File: src/rtl/ex_mem_reg.sv
// EX/MEM pipeline register with a two-state data-memory access tracker.
// Holds the MEM entry while memory is busy and counts stall cycles.
module ex_mem_reg (
  input  logic        clk,
  input  logic        reset_n,
  input  logic        EX_valid,
  input  logic [31:0] EX_aluResult,
  input  logic [31:0] EX_rs2Data,
  input  logic [4:0]  EX_rd,
  input  logic        EX_regWrite,
  input  logic        EX_memRead,
  input  logic        EX_memWrite,
  input  logic        EX_memToReg,
  input  logic [2:0]  EX_funct3,
  input  logic        flush,
  input  logic        dmem_ready,
  output logic        EX_MEMvalid,
  output logic [31:0] EX_MEMaluResult,
  output logic [31:0] EX_MEMstoreData,
  output logic [4:0]  EX_MEMrd,
  output logic        EX_MEMregWrite,
  output logic        EX_MEMmemRead,
  output logic        EX_MEMmemWrite,
  output logic        EX_MEMmemToReg,
  output logic [2:0]  EX_MEMfunct3,
  output logic        dmem_req,
  output logic        memStall,
  output logic [15:0] stallCount
);

  typedef enum logic {
    IDLE   = 1'b0,
    ACCESS = 1'b1
  } state_t;

  state_t state;
  logic   take;
  logic   mem_op;

  assign dmem_req = (state == ACCESS);
  assign memStall = dmem_req && !dmem_ready;

  // a flushed or invalid entry becomes a fully zeroed bubble
  assign take   = !flush && EX_valid;
  assign mem_op = take && (EX_memRead || EX_memWrite);

  always_ff @(posedge clk) begin
    if (!reset_n) begin
      EX_MEMvalid     <= 1'b0;
      EX_MEMaluResult <= '0;
      EX_MEMstoreData <= '0;
      EX_MEMrd        <= '0;
      EX_MEMregWrite  <= 1'b0;
      EX_MEMmemRead   <= 1'b0;
      EX_MEMmemWrite  <= 1'b0;
      EX_MEMmemToReg  <= 1'b0;
      EX_MEMfunct3    <= '0;
      state           <= IDLE;
      stallCount      <= '0;
    end else if (memStall) begin
      if (stallCount != 16'hFFFF)
        stallCount <= stallCount + 16'd1;
    end else begin
      EX_MEMvalid     <= take;
      EX_MEMaluResult <= take ? EX_aluResult : '0;
      EX_MEMstoreData <= take ? EX_rs2Data : '0;
      EX_MEMrd        <= take ? EX_rd : '0;
      EX_MEMregWrite  <= take && EX_regWrite;
      EX_MEMmemRead   <= take && EX_memRead;
      EX_MEMmemWrite  <= take && EX_memWrite;
      EX_MEMmemToReg  <= take && EX_memToReg;
      EX_MEMfunct3    <= take ? EX_funct3 : '0;
      // zero-bubble handoff: a new access opens on the completing edge
      state           <= mem_op ? ACCESS : IDLE;
    end
  end

endmodule

File: config.mk
export PLATFORM = sky130hd
export DESIGN_NAME = ex_mem_reg
export DESIGN_NICKNAME = d
export VERILOG_FILES = /design/src/rtl/ex_mem_reg.sv
export SDC_FILE = /design/constraint.sdc
export NUM_CORES = 1
export LEC_CHECK = 0
export CORE_UTILIZATION = 43
export DETAILED_ROUTE_END_ITERATION = 16
export PLACE_DENSITY_LB_ADDON = 0.3
export SYNTH_ARGS = -nofsm -noshare
export SYNTH_HDL_FRONTEND = slang
export SYNTH_SLANG_ARGS = --single-unit
File: constraint.sdc
create_clock -name clk -period 4.4 [get_ports clk]
set_clock_uncertainty 0.05 [all_clocks]
set_input_delay 1.32 -clock clk [delete_from_list [all_inputs] [get_ports clk]]
set_output_delay 1.32 -clock clk [all_outputs]
set_load 0.1 [all_outputs]
==> flow_summary_export.csv <==
group,metric,value,unit
timing,worst-slew-pin-transition,1020,ps
yosys,synthSimpleGateAreaFrac,18.0,%
yosys,ys_types,32,
timing,rsz0062_at_grt,"no",
min_path,min_path_type,"reg -> reg",
floorplanning,std_cell_rows,32,
timing,slew_violations,0,
clocking,insertion_delay,350,ps
yosys,netlist_instances,361,
clocking,post_cts_resized,0,
timing,worst_slack,903,ps
placement,dp_cells,612,
placement,placed_cell_area,5250,µm²
timing,setup_viol,0,
placement,dp_slack,616,ps
clocking,cts.reportedPaths.clkPinSlew,80,ps
worst_setup_path,critical_path.max_stage_delay,460,ps
drt,drtIter0Drc,157,
clocking,hold_buffers,0,
drt,firstDrtPassIters,7,
drt,route.vias.total,3372,
yosys,ys_seq_elements,94,
floorplanning,die_h,91.4,µm
yosys,syn-cell-area,3440,µm²
drt,drt-total-wl,9480,µm
yosys,synthXorXnorAreaFrac,0,%
clocking,cts_tree,"built",
worst_setup_path,path_class,"in -> out",
yosys,synthMuxAreaShare,0.291,%
clocking,cts_buffers,9,
worst_setup_path,slowest_stage,"clkdlybuf4s50_1",
layout,layout_common_cells,"clkdlybuf4s50_1 (174), dfxtp_1 (94), nor2_1 (77)",
global_routing,grt_pass1_vias,3195,
global_routing,grt_max_degree,84,
drt,post_drt_wl_per_cell,15.1,µm
floorplanning,pin_count,176,
floorplanning,fp.dieW,91.4,µm
worst_setup_path,path_max_fanout,5,
pwr,cellLeakagePower,1.90,nW
global_routing,antenna_found_initial,0,
floorplanning,initial_core_util,44.5,%
drt,drt-vias-per-instance,5.37,
placement,place_congestion,0.788,
timing,tns,0,ps
clocking,cts_buffer_depth,2,
layout,n_antenna_cell,0,
clocking,cts-root-buf,"clkbuf_8",
yosys,synth.avg_cell_area,9.52,µm²
timing,hold_slack,455,ps
status,status,"finished clean",
pwr,ir_drop,0.171,mV
worst_setup_path,critPathRequiredTime,3030,ps
layout,drive_gt1_share,5.89,%
timing,finalHoldViolCount,0,
layout,layout_commonest_cell,"clkdlybuf4s50_1",
placement,dp_hpwl,6490,µm
global_routing,globalRoute.totalOverflow,0,
worst_setup_path,startpoint_type,"input pin",
yosys,syn_nets,443,
pwr,total_power,1.80,mW
layout,finalNetCount,603,
layout,area.growth.synth_to_final,58.6,%
layout,utilization,70.5,%
floorplanning,die_area,8350,µm²
global_routing,grt_use_total,22.5,%
clocking,ctsHtreeMaxLevel,3,
timing,relSlewSlack,31.6,%
global_routing,grt_pass1_wl,15200,µm
drt,ant_nets,0,
yosys,synth-compound-area-share,22.3,%
timing,fin_crit,3500,ps
yosys,synthAdderAreaFrac,0.364,%
yosys,seq_area_frac_synth,54.8,%
worst_setup_path,end_kind,"output pin",
pwr,p_per_area,329,nW/µm²
layout,finalInstanceArea,5450,µm²
worst_setup_path,cp_data_arrival_time,2130,ps
clocking,post_cts_buffers,0,
timing,final.period_utilization,79.5,%
timing,fmax,286,MHz
yosys,synth_top_family_by_area,"compound AO/OA/AOI/OAI gates",
drt,drcViolationCount,0,
placement,port_buffers,175,
yosys,yosys_warnings,0,
clocking,cts_num_sinks,94,
layout,stdcell_count,628,
flow_run,drv_cap,0,
floorplanning,core_area,7730,µm²
worst_setup_path,worstPathCellList,"clkdlybuf4s50_1 -> nand2b_4 -> inv_4 -> buf_12",
## Yosys cell counts
cell / instances / share of area [%]
nand2b_4: 1 / 0.40
and3_4: 2 / 0.66
nand2_1: 8 / 0.87
clkbuf_1: 22 / 2.4
dfxtp_1: 94 / 55
inv_1: 3 / 0.33
a21oi_1: 17 / 2.5
nand3_2: 1 / 0.29
or3_1: 1 / 0.18
inv_4: 1 / 0.18
buf_4: 2 / 0.44
nand3_1: 5 / 0.73
nand4_1: 4 / 0.73
nor4_4: 1 / 0.62
or3_2: 3 / 0.66
o31ai_1: 10 / 2.2
a22oi_1: 76 / 17
nand3_4: 1 / 0.51
nor4_1: 1 / 0.18
or4_1: 10 / 2.2
buf_2: 4 / 0.58
ha_1: 1 / 0.36
nor2_1: 77 / 8.4
and4_1: 2 / 0.51
nand2b_1: 1 / 0.18
nor3_1: 1 / 0.15
and3_1: 1 / 0.18
nand3b_1: 1 / 0.22
buf_6: 1 / 0.33
mux2i_1: 1 / 0.29
o21ai_0: 7 / 1.0
nor3b_2: 1 / 0.36
## area by class of cell
type                            instances  area (µm²)
Clock inverter                          5        58.8
Inverter                                4        17.5
Sequential cell                        94        1880
Multi-Input combinational cell        234        1410
Timing Repair Buffer                  178        1810
Clock buffer                           11         141
Fill cell                             593        2280
Tap cell                              102         128
## routing by layer
metal	track usage [%]	part of all wire (%)	vias up
li1	-	-	1642
met1	25.8	40	1601
met2	37.8	51	123
met3	9.72	8.6	6
met4	6.61	0.86	0
met5	0	0	-
## state kept, by name, summed over array words and instances, names as in the netlist
signal,count
EX_MEMaluResult,32
EX_MEMstoreData,32
stallCount,16
EX_MEMrd,5
EX_MEMfunct3,3
EX_MEMmemRead,1
EX_MEMmemToReg,1
EX_MEMmemWrite,1
EX_MEMregWrite,1
EX_MEMvalid,1
dmem_req,1
## critical path, delay by kind of cell
family                 cells  cell delay [ps]
buffers and inverters      3              650
and+or+nand+nor            1              150
## power by group
part           total (mW)  leakage, nW  switching [mW]  internal [mW]
sequential          0.883        0.764          0.0116          0.871
clock               0.572       0.0955           0.294          0.279
combinational       0.340         1.04           0.222          0.118
## worst paths after layout
| path | to | slack, ps | from | depth (start not counted) |
|---|---|---|---|---|
| min | EX_MEMvalid | 450 | EX_MEMvalid | 2 |
| max reg2reg | stallCount[13] | 2080 | dmem_req | 6 |
| max | memStall | 900 | dmem_ready | 4 |
| min reg2reg | EX_MEMvalid | 450 | EX_MEMvalid | 2 |
## kinds of logic after synthesis
| kind of cell | count (synthesis) |
|---|---|
| flip-flops | 94 |
| AO/OA/AOI/OAI | 110 |
| adder cells (fa/ha/maj) | 1 |
| multiplexers | 1 |
| AND/OR/NAND/NOR | 122 |
| buffers and inverters | 33 |
Power figures use the tool's default switching activity.
